File: src/rtl/mdu_if.sv
// Execute-stage <-> multiply/divide scheduler bus: opcode, operands, stall/flush, HI/LO.
interface mdu_if;
  logic        flush_i;
  logic        stall_i;
  logic [3:0]  mduop_i;
  logic [31:0] opr1_i;
  logic [31:0] opr2_i;
  logic        stallreq_o;
  logic        busy_o;
  logic [31:0] res_o;
  logic [31:0] hi_o;
  logic [31:0] lo_o;

  modport master (
    output flush_i, stall_i, mduop_i, opr1_i, opr2_i,
    input  stallreq_o, busy_o, res_o, hi_o, lo_o
  );

  modport slave (
    input  flush_i, stall_i, mduop_i, opr1_i, opr2_i,
    output stallreq_o, busy_o, res_o, hi_o, lo_o
  );
endinterface

File: src/rtl/mdu_sched.sv
// Multiply/divide scheduler owning HI/LO: 32-cycle restoring divider, multiplier
// iterative by default or single-cycle when MDU_FAST_MUL_EN is defined.
module mdu_sched (
  input  logic  clk,
  input  logic  rst_n,
  mdu_if.slave  bus
);
  typedef enum logic [1:0] {IDLE, MUL, DIV, DONE} state_t;

  localparam logic [3:0] OP_MULT = 4'd1, OP_DIVU = 4'd4, OP_DIV = 4'd3;
  localparam logic [3:0] OP_MFHI = 4'd5, OP_MFLO = 4'd6, OP_MTHI = 4'd7, OP_MTLO = 4'd8;

  state_t      state, state_nxt;
  logic [31:0] hi, lo, a_mag, b_mag, quo;
  logic [32:0] rem;
  logic [4:0]  cnt;
  logic        sa, sb;
  logic        start, is_signed, fin, stallreq;
  logic [31:0] opr1_mag, opr2_mag;
  logic [33:0] rem_sh, diff;
  logic        q_bit;
  logic [32:0] rem_n;
  logic [31:0] quo_n, q_fix, r_fix;
  logic [63:0] prod_n, prod_fix;
`ifndef MDU_FAST_MUL_EN
  logic [63:0] prod;
  logic [32:0] madd;
`endif

  assign start     = (bus.mduop_i >= OP_MULT) && (bus.mduop_i <= OP_DIVU);
  assign is_signed = (bus.mduop_i == OP_MULT) || (bus.mduop_i == OP_DIV);
  assign opr1_mag  = (is_signed && bus.opr1_i[31]) ? -bus.opr1_i : bus.opr1_i;
  assign opr2_mag  = (is_signed && bus.opr2_i[31]) ? -bus.opr2_i : bus.opr2_i;

  // Restoring step: quo doubles as the dividend shift register. A zero divisor
  // naturally yields all-ones quotient and remainder = dividend.
  assign rem_sh = {rem, quo[31]};
  assign diff   = rem_sh - {2'b00, b_mag};
  assign q_bit  = ~diff[33];
  assign rem_n  = q_bit ? diff[32:0] : rem_sh[32:0];
  assign quo_n  = {quo[30:0], q_bit};
  assign q_fix  = (sa ^ sb) ? -quo_n : quo_n;
  assign r_fix  = sa ? -rem_n[31:0] : rem_n[31:0];

`ifdef MDU_FAST_MUL_EN
  assign prod_n = {32'd0, a_mag} * {32'd0, b_mag};
`else
  // Shift-add: multiplier sits in the low half and shifts out as the product shifts in.
  assign madd   = {1'b0, prod[63:32]} + (prod[0] ? {1'b0, a_mag} : 33'd0);
  assign prod_n = {madd, prod[31:1]};
`endif
  assign prod_fix = (sa ^ sb) ? -prod_n : prod_n;

  always_ff @(posedge clk or negedge rst_n) begin
    if (!rst_n) state <= IDLE;
    else        state <= state_nxt;
  end

  always_comb begin
    state_nxt = state;
    stallreq  = 1'b0;
    fin       = 1'b0;
    case (state)
      IDLE: if (start) begin
        stallreq  = 1'b1;
        state_nxt = (bus.mduop_i < OP_DIV) ? MUL : DIV;
      end
      MUL: begin
        stallreq = 1'b1;
`ifdef MDU_FAST_MUL_EN
        fin = 1'b1;
`else
        fin = (cnt == 5'd31);
`endif
        if (fin) state_nxt = DONE;
      end
      DIV: begin
        stallreq = 1'b1;
        fin      = (cnt == 5'd31);
        if (fin) state_nxt = DONE;
      end
      DONE: if (!bus.stall_i) state_nxt = IDLE;
      default: state_nxt = IDLE;
    endcase
    if (bus.flush_i) begin
      state_nxt = IDLE;
      stallreq  = 1'b0;
      fin       = 1'b0;
    end
  end

  always_ff @(posedge clk or negedge rst_n) begin
    if (!rst_n) begin
      hi <= '0; lo <= '0; a_mag <= '0; b_mag <= '0; quo <= '0;
      rem <= '0; cnt <= '0; sa <= 1'b0; sb <= 1'b0;
`ifndef MDU_FAST_MUL_EN
      prod <= '0;
`endif
    end else begin
      if (fin) begin
        if (state == DIV) {hi, lo} <= {r_fix, q_fix};
        else              {hi, lo} <= prod_fix;
      end
      case (state)
        IDLE: if (!bus.flush_i) begin
          if (start) begin
            a_mag <= opr1_mag;
            b_mag <= opr2_mag;
            sa    <= is_signed & bus.opr1_i[31];
            sb    <= is_signed & bus.opr2_i[31];
            quo   <= opr1_mag;
            rem   <= '0;
            cnt   <= '0;
`ifndef MDU_FAST_MUL_EN
            prod  <= {32'd0, opr2_mag};
`endif
          end else if (!bus.stall_i && bus.mduop_i == OP_MTHI) begin
            hi <= bus.opr1_i;
          end else if (!bus.stall_i && bus.mduop_i == OP_MTLO) begin
            lo <= bus.opr1_i;
          end
        end
        MUL: begin
          cnt <= cnt + 5'd1;
`ifndef MDU_FAST_MUL_EN
          prod <= prod_n;
`endif
        end
        DIV: begin
          cnt <= cnt + 5'd1;
          rem <= rem_n;
          quo <= quo_n;
        end
        default: ;
      endcase
    end
  end

  assign bus.stallreq_o = stallreq;
  assign bus.busy_o     = (state == MUL) || (state == DIV);
  assign bus.res_o      = (bus.mduop_i == OP_MFHI) ? hi :
                          (bus.mduop_i == OP_MFLO) ? lo : 32'd0;
  assign bus.hi_o       = hi;
  assign bus.lo_o       = lo;
endmodule

File: src/flat_wrapper.sv
// flat-port wrapper written by rule: the top's interface ports become plain ports
module mdu_sched_flat 
  (clk, rst_n, bus_flush_i, bus_stall_i, bus_mduop_i, bus_opr1_i, bus_opr2_i, bus_stallreq_o, bus_busy_o, bus_res_o, bus_hi_o, bus_lo_o);
  mdu_if bus_i ();
  input  logic clk;
  input  logic rst_n;
  input wire logic [$bits(bus_i.flush_i)-1:0] bus_flush_i;
  input wire logic [$bits(bus_i.stall_i)-1:0] bus_stall_i;
  input wire logic [$bits(bus_i.mduop_i)-1:0] bus_mduop_i;
  input wire logic [$bits(bus_i.opr1_i)-1:0] bus_opr1_i;
  input wire logic [$bits(bus_i.opr2_i)-1:0] bus_opr2_i;
  output wire logic [$bits(bus_i.stallreq_o)-1:0] bus_stallreq_o;
  output wire logic [$bits(bus_i.busy_o)-1:0] bus_busy_o;
  output wire logic [$bits(bus_i.res_o)-1:0] bus_res_o;
  output wire logic [$bits(bus_i.hi_o)-1:0] bus_hi_o;
  output wire logic [$bits(bus_i.lo_o)-1:0] bus_lo_o;
  assign bus_i.flush_i = bus_flush_i;
  assign bus_i.stall_i = bus_stall_i;
  assign bus_i.mduop_i = bus_mduop_i;
  assign bus_i.opr1_i = bus_opr1_i;
  assign bus_i.opr2_i = bus_opr2_i;
  assign bus_stallreq_o = bus_i.stallreq_o;
  assign bus_busy_o = bus_i.busy_o;
  assign bus_res_o = bus_i.res_o;
  assign bus_hi_o = bus_i.hi_o;
  assign bus_lo_o = bus_i.lo_o;
  mdu_sched u_core (.clk(clk), .rst_n(rst_n), .bus(bus_i));
endmodule
File: config.mk
export PLATFORM = sky130hd
export DESIGN_NAME = mdu_sched_flat
export DESIGN_NICKNAME = d
export VERILOG_FILES = /design/src/rtl/mdu_if.sv /design/src/rtl/mdu_sched.sv /design/src/flat_wrapper.sv
export SDC_FILE = /design/constraint.sdc
export NUM_CORES = 1
export LEC_CHECK = 0
export BUFFER_PORTS_ARGS = -buffer_cell sky130_fd_sc_hd__buf_2
export CAP_MARGIN = 25
export CORE_UTILIZATION = 45
export CTS_CLUSTER_SIZE = 25
export DETAILED_ROUTE_END_ITERATION = 7
export GPL_ROUTABILITY_DRIVEN = 0
export MAX_ROUTING_LAYER = met4
export PLACE_DENSITY_LB_ADDON = 0.1
export SYNTH_ARGS = -nofsm -noshare
export SYNTH_HDL_FRONTEND = slang
export SYNTH_SLANG_ARGS = --single-unit
File: constraint.sdc
create_clock -name clk -period 13.41 [get_ports clk]
set_clock_uncertainty 0.2 [all_clocks]
set_input_delay 2.682 -clock clk [delete_from_list [all_inputs] [get_ports clk]]
set_output_delay 2.682 -clock clk [all_outputs]
set_load 0.02 [all_outputs]
==> results of run 1 <==
## metrics by stage
stage,std cells,power [uW],area [um^2]
finish,3381,6500,23400
global route,3381,6930,23400
CTS,3376,6450,23400
detailed placement,3313,5410,22200
global placement,3311,5340,22100
floorplan,2697,4160,20900
## kinds of logic after synthesis
kind of cell / count (synthesis) / synth area share, %
fa+ha+maj: 77 / 4.67
xor+xnor: 205 / 8.58
buf+inv: 254 / 4.60
mux: 37 / 1.86
compound gates: 941 / 27.9
simple gates: 917 / 20.6
flops: 266 / 31.8
## area by class of cell
cell class,count,area share (%)
diodes,4,0.0427
clock buffers,47,4.36
clock inverters,16,0.876
inverters,75,1.20
multi-input cells,2177,57.3
flip-flops and latches,266,28.4
well taps,600,3.21
repair buffers,196,4.61
## power breakdown
part	switching [uW]	internal (uW)	total [uW]
registers	421	1130	1550
clock network	397	615	1010
logic	2590	1350	3940
## state kept, by name, summed over array words and instances, names as in the netlist
name             flops
u_core.prod         64
u_core.b_mag        32
u_core.rem          33
u_core.state         2
u_core.sa            1
u_core.sb            1
u_core.bus.hi_o     32
u_core.a_mag        32
u_core.bus.lo_o     32
u_core.quo          32
u_core.cnt           5
## tightest hold or removal path, cell delays in order, from the launching register on
cell                      delay (ns)
sky130_fd_sc_hd__dfrtp_1        0.33
sky130_fd_sc_hd__nand2_1        0.05
sky130_fd_sc_hd__o21ai_0        0.06
## cells in the final DEF, fill, tap and decap left out, types with 56 or more instances in the layout
cell and n:
sky130_fd_sc_hd__nor2_1 265, sky130_fd_sc_hd__a22o_1 56, sky130_fd_sc_hd__inv_1 74, sky130_fd_sc_hd__a21oi_1 273, sky130_fd_sc_hd__buf_2 168, sky130_fd_sc_hd__dfrtp_1 266
sky130_fd_sc_hd__nand2_1 335, sky130_fd_sc_hd__xnor2_1 129, sky130_fd_sc_hd__ha_1 73, sky130_fd_sc_hd__xor2_1 74, sky130_fd_sc_hd__and2_1 59, sky130_fd_sc_hd__o21ai_0 298
## final timing paths
path                            slack [ns]             endpoint  cells after the start        startpoint
worst max-delay path                  6.00         bus_res_o[6]                      5    bus_mduop_i[3]
worst min-delay path                  0.27     u_core.a_mag[18]                      2  u_core.a_mag[18]
worst max register to register        6.75  u_core.bus.hi_o[20]                     18    u_core.rem[11]
worst min register to register        0.27     u_core.a_mag[18]                      2  u_core.a_mag[18]
max in group asynchronous             9.14     u_core.a_mag[22]                      4             rst_n
min in group asynchronous             1.85      u_core.prod[48]                      1             rst_n
## routing by layer
layer	up-vias	track usage, %	wire length, um
met5	-	-	0
met4	0	10.7	2480
met3	113	5.23	5980
met2	884	50.6	34800
met1	10326	47.6	35400
li1	9817	-	-
==> qor_table.md, run 1 <==
| Item | This run |
| --- | --- |
| Total Routing Usage GR | 34.1% |
| Worst endpoint required time | 10.53 ns |
| Worst-path maximum fanout | 32 |
| Clk Tree Root Cell | sky130_fd_sc_hd__clkbuf_16 |
| CP most frequent cell | sky130_fd_sc_hd__buf_2 |
| Total number of vias | 21.1k |
| Register area | 0.00666 mm^2 |
| FFs w/ async S/R, synth | 100% |
| Number of hold-slack violations in the final timing report | 0 |
| Final worst path period share | 55.3% |
| Sum of negative setup slack | 0 ns |
| Max Freq | 0.135 GHz |
| First-pass iteration count of the detailed router | 6 |
| Ordered list of cells on the worst path | buf_2, and3b_1, nor2b_4, a22o_1, buf_2 |
| Transition at the pin with the smallest max-transition slack | 1.00 ns |
| Remaining antenna violation count | 0 |
| TritonCTS clock tree | done |
| Count of cell types in the netlist | 89 |
| Post-layout utilization of the core | 51.3% |
| Detailed Place HPWL | 59.8 mm |
| Time the worst path needs with I/O delays and setup | 7.41 ns |
| Post-CTS resize count | 0 |
| Ranking of synthesized cells by area | sky130_fd_sc_hd__dfrtp_1 (32%), sky130_fd_sc_hd__o21ai_0 (7.1%), sky130_fd_sc_hd__a21oi_1 (6.5%) |
| Die Area | 0.0474 mm^2 |
| Count of buffer and inverter cells on the critical path | 2 |
| Number of warnings printed during yosys synthesis | 0 |
| Detailed Route Iter0 Violations | 2265 |
| Most common cell in the netlist | sky130_fd_sc_hd__nand2_1 |
| Placeable Area | 0.0457 mm^2 |
| Flip-flop and latch count after synthesis | 266 |
| Number of enable-type register cells in the synthesized netlist | 0 |
| Yosys top cell by area | sky130_fd_sc_hd__dfrtp_1 |
| Placement row count | 78 |
| Critical Setup Path Class | primary input to primary output |
| Final worst slack | 6.00 ns |
| Portion of synthesized cell area occupied by the leading cell type | 31.8% |
| Global-route wire length before repair | 120 mm |
| Endpoints failing setup | 0 |
| Routed wirelength normalized by instance count | 23.3 um |
| Total CTS buffers | 35 |
| Power per standard cell area | 278 mW/mm^2 |
| Commonest register cell after synthesis | sky130_fd_sc_hd__dfrtp_1 |
| DRC Markers | 0 |
| Effective utilization at floorplan | 45.8% |
| Worst path max stage delay | 0.85 ns |
| Post-DR vias/cell | 6.25 |
| Synthesized instance count | 2697 |
| Clock Latency Late Sink | 0.56 ns |
| Nets in the synthesized netlist | 2846 |
| Die Width | 218 um |
| Sinks on the clock net | 266 |
| CTS hold repair buffers | 0 |
| Portion of the post-synthesis area used by sequential elements | 31.8% |
| GRT overflow | 0 |
| Crit path DAT | 4.53 ns |
| Slew Limit Fails | 0 |
| Final wirelength | 78.7 mm |
| I/O Buffers | 169 |
| Area of the multi-input gates | 0.0134 mm^2 |
| Setup repair bufs after CTS | 0 |
| Worst hold margin | 0.274 ns |
| Slew margin rel. | 31.6% |
| Post-synthesis area per instance | 7.76 um^2 |
| Share of cells above drive strength 1 | 10.8% |
| Path category of the worst min-delay check | flip-flop to flip-flop |
| Worst setup slack before clock tree synthesis | 6.05 ns |
| Max-cap violations | 0 |
| CTS max path bufs | 3 |
| Kind of cell with the highest combined delay on the critical path | simple AND/OR/NAND/NOR gates |
| Number of antenna violations at the first check in global routing | 5 |
| Number of top-level pins | 170 |
| Maximum vdd ir drop | 0.166 mV |
| Pin count of the biggest net entering global routing | 97 |
| Area growth from synthesis to layout | 11.9% |
| Cell area after synthesis | 0.0209 mm^2 |
| Number of global-route vias before repair | 19.6k |
| Die H | 218 um |
| Startpoint type of the worst setup path | primary input |
| Leakage power figure | 0.0103 uW |
| Crit path capture type | primary output |
| # nets final | 2900 |
| Slowest stage cell on the critical path | sky130_fd_sc_hd__nor2b_4 |
| RSZ-0062 raised after global routing | no |
| Clock Pin Slew Worst Setup and Hold Paths | 0.06 ns |
| Top cells by count, synth | sky130_fd_sc_hd__nand2_1 (335), sky130_fd_sc_hd__o21ai_0 (298), sky130_fd_sc_hd__a21oi_1 (273) |
| Run status | complete, no violations |
| CTS HTree Levels | 2 |
| Fill cell count | 4453 |
No activity file was read; power rests on OpenSTA's default activity.
==> run 2, diff against run 1 <==
==> constraint.sdc (replaced) <==
create_clock -name clk -period 6.7 [get_ports clk]
set_clock_uncertainty 0.2 [all_clocks]
set_input_delay 1.34 -clock clk [delete_from_list [all_inputs] [get_ports clk]]
set_output_delay 1.34 -clock clk [all_outputs]
set_load 0.02 [all_outputs]
==> run 2 against run 1 <==
Clock-buffer cell count increased by 5. Utilization increased by 0.063 points. Final cell count increased by 0.15%. Worst setup slack got worse by 5.3 ns. Clock power increased by 94%. Non-clock buffer count increased by 8. Largest power group unchanged.
==> qor_table.md, run 2 (synthesized netlist as in run 1, its figures left out) <==
| Item | This run | vs previous |
| --- | --- | --- |
| CTS max path bufs | 3 | unchanged |
| First-pass iteration count of the detailed router | 6 | unchanged |
| Min-Delay Path Depth | 2 | unchanged |
| Die Area | 0.0474 mm^2 | unchanged |
| Total CTS buffers | 35 | unchanged |
| GR Util met2 | 50.5% | was 50.6% |
| Detailed Place HPWL | 61.6 mm | was 59.8 mm |
| Sinks on the clock net | 266 | unchanged |
| GRT met1 Usage | 47.7% | was 47.6% |
| Clock Latency Late Sink | 0.56 ns | about the same |
| Number of antenna violations at the first check in global routing | 7 | was 5 |
| Worst endpoint required time | 6.90 ns | was 10.53 ns |
| Max-cap violations | 0 | unchanged |
| Slew Limit Fails | 0 | unchanged |
| Count of cells along the worst register-to-register path | 14 | was 18 |
| Run status | complete, no violations | unchanged |
| CTS HTree Levels | 2 | unchanged |
| Post-DR vias/cell | 6.30 | was 6.25 |
| Worst-path maximum fanout | 43 | was 32 |
| Leakage power figure | 0.0103 uW | about the same |
| Total number of vias | 21.3k | was 21.1k |
| Max Freq | 0.166 GHz |  |
| CTS hold repair buffers | 0 | unchanged |
| Placement row count | 78 | unchanged |
| DRC Markers | 0 | unchanged |
| Slew margin rel. | 27.6% | was 31.6% |
| I/O Buffers | 169 | unchanged |
| Power per standard cell area | 562 mW/mm^2 | was 278 mW/mm^2 |
| Number of global-route vias before repair | 19.7k | was 19.6k |
| Worst reg-to-reg setup slack | 0.69 ns | was 6.75 ns |
| Crit path DAT | 6.21 ns | was 4.53 ns |
| Fill cell count | 4475 | was 4453 |
| Post-CTS resize count | 0 | unchanged |
| Global-route wire length before repair | 122 mm | was 120 mm |
| Die H | 218 um | unchanged |
| Flip-flop count of the largest register, all copies and words added | 64 | unchanged |
| Hold_sp | u_core.a_mag[10] | was u_core.a_mag[18] |
| Area growth from synthesis to layout | 12.0% | was 11.9% |
| Startpoint type of the worst setup path | flip-flop | was primary input |
| Endpoints failing setup | 0 | unchanged |
| Clock Pin Slew Worst Setup and Hold Paths | 0.06 ns | about the same |
| Remaining antenna violation count | 0 | unchanged |
| Sum of negative setup slack | 0 ns | unchanged |
| Critical Setup Path Class | flip-flop to flip-flop | was primary input to primary output |
| Largest register by flop count | u_core.prod | unchanged |
| Transition at the pin with the smallest max-transition slack | 1.08 ns | was 1.00 ns |
| Final worst path period share | 89.8% |  |
| Path category of the worst min-delay check | flip-flop to flip-flop | unchanged |
| Worst min-delay path endpoint | u_core.a_mag[10] | was u_core.a_mag[18] |
| Number of hold-slack violations in the final timing report | 0 | unchanged |
| Worst setup slack before clock tree synthesis | 0.918 ns | was 6.05 ns |
| GRT overflow | 0 | unchanged |
| Busiest layer in global routing | met2 | unchanged |
| Clk Tree Root Cell | sky130_fd_sc_hd__clkbuf_16 | unchanged |
| Crit path capture type | flip-flop | was primary output |
| Dpl cells | 3321 | was 3313 |
| Startpoint of the lowest-slack register-to-register path | u_core.rem[13] | was u_core.rem[11] |
| Number of top-level pins | 170 | unchanged |
| Leading cell types in the layout, fill and taps excluded | sky130_fd_sc_hd__nand2_1 (335), sky130_fd_sc_hd__o21ai_0 (298), sky130_fd_sc_hd__a21oi_1 (273) | unchanged |
| TritonCTS clock tree | done | unchanged |
| Final worst slack | 0.685 ns | was 6.00 ns |
| Total Routing Usage GR | 35.2% | was 34.1% |
| Die Width | 218 um | unchanged |
| Commonest non-fill, non-tap cell in the layout | sky130_fd_sc_hd__nand2_1 | unchanged |
| RSZ-0062 raised after global routing | no | unchanged |
| Count of placed standard cells in the final layout, fillers left out | 3386 | was 3381 |
| Share of cells above drive strength 1 | 10.8% | about the same |
| Final wirelength | 81.7 mm | was 78.7 mm |
| # nets final | 2908 | was 2900 |
| Worst flop-to-flop path endpoint | u_core.bus.hi_o[23] | was u_core.bus.hi_o[20] |
| Top flop regs | u_core.prod (64), u_core.rem (33) | unchanged |
| Placeable Area | 0.0457 mm^2 | unchanged |
| Routed wirelength normalized by instance count | 24.1 um | was 23.3 um |
| Met3 demand-to-capacity share in global routing | 6.83% | was 5.23% |
| Effective utilization at floorplan | 45.8% | unchanged |
| Setup repair bufs after CTS | 0 | unchanged |
| Detailed Route Iter0 Violations | 2423 | was 2265 |
| Pin count of the biggest net entering global routing | 153 | was 97 |
| Maximum vdd ir drop | 0.483 mV | was 0.166 mV |
| Time the worst path needs with I/O delays and setup | 6.01 ns |  |
[run 2: per-layer routing]
| metal | vias to the layer above | part of all wire, % |
|---|---|---|
| met5 | - | 0 |
| li1 | 9824 | - |
| met4 | 0 | 4.8 |
| met1 | 10285 | 43 |
| met3 | 203 | 9.4 |
| met2 | 1017 | 43 |
[run 2: power breakdown]
| group | total [uW] | switching [uW] | leakage [uW] | internal (uW) |
|---|---|---|---|---|
| clock | 1960 | 763 | 0.000574 | 1200 |
| sequential | 3090 | 822 | 0.00343 | 2270 |
| combinational | 8130 | 5350 | 0.00630 | 2780 |
[run 2: metrics by stage]
step	area (um^2)	total power [uW]	utilization, %	hold WS [ns]
finish	23400	13200	51.3	0.275
global route	23400	14000	51.3	0.291
CTS	23400	13000	51.3	0.275
detailed placement	22300	11000	48.7	0.264
global placement	22200	10900	48.6	0.256
floorplan	20900	8340	-	0.242
[run 2: worst max path at each step]
stage                              start             endpoint  depth (start not counted)
after floorplan           u_core.rem[11]  u_core.bus.hi_o[24]                         23
after global placement     u_core.rem[5]  u_core.bus.hi_o[23]                         15
after detailed placement   u_core.rem[5]  u_core.bus.hi_o[23]                         15
after CTS                  u_core.rem[5]  u_core.bus.hi_o[23]                         15
after global routing       u_core.rem[5]  u_core.bus.hi_o[23]                         15
final                     u_core.rem[13]  u_core.bus.hi_o[23]                         14
[run 2: worst max-delay path, stage by stage (launching register included)]
cell,delay (ns)
sky130_fd_sc_hd__dfrtp_1,0.43
sky130_fd_sc_hd__ha_1,0.44
sky130_fd_sc_hd__a21oi_1,0.34
sky130_fd_sc_hd__o21ai_0,0.32
sky130_fd_sc_hd__a221oi_2,0.55
sky130_fd_sc_hd__o2bb2ai_1,0.14
sky130_fd_sc_hd__buf_4,0.18
sky130_fd_sc_hd__nor2_4,0.13
sky130_fd_sc_hd__buf_4,0.55
sky130_fd_sc_hd__mux2_2,0.48
sky130_fd_sc_hd__a211oi_1,0.36
sky130_fd_sc_hd__or3b_1,0.44
sky130_fd_sc_hd__mux2i_1,0.16
sky130_fd_sc_hd__a2111oi_0,0.95
sky130_fd_sc_hd__o21ai_1,0.16
[run 2: final cells by class]
class,instances,area [um^2],area share [%]
clock inverters,7,114,0.486
well taps,600,751,3.20
diodes,5,12.5,0.0534
clock buffers,52,1050,4.49
multi-input cells,2177,13400,57.2
inverters,75,282,1.20
flip-flops and latches,266,6660,28.4
repair buffers,204,1170,4.98
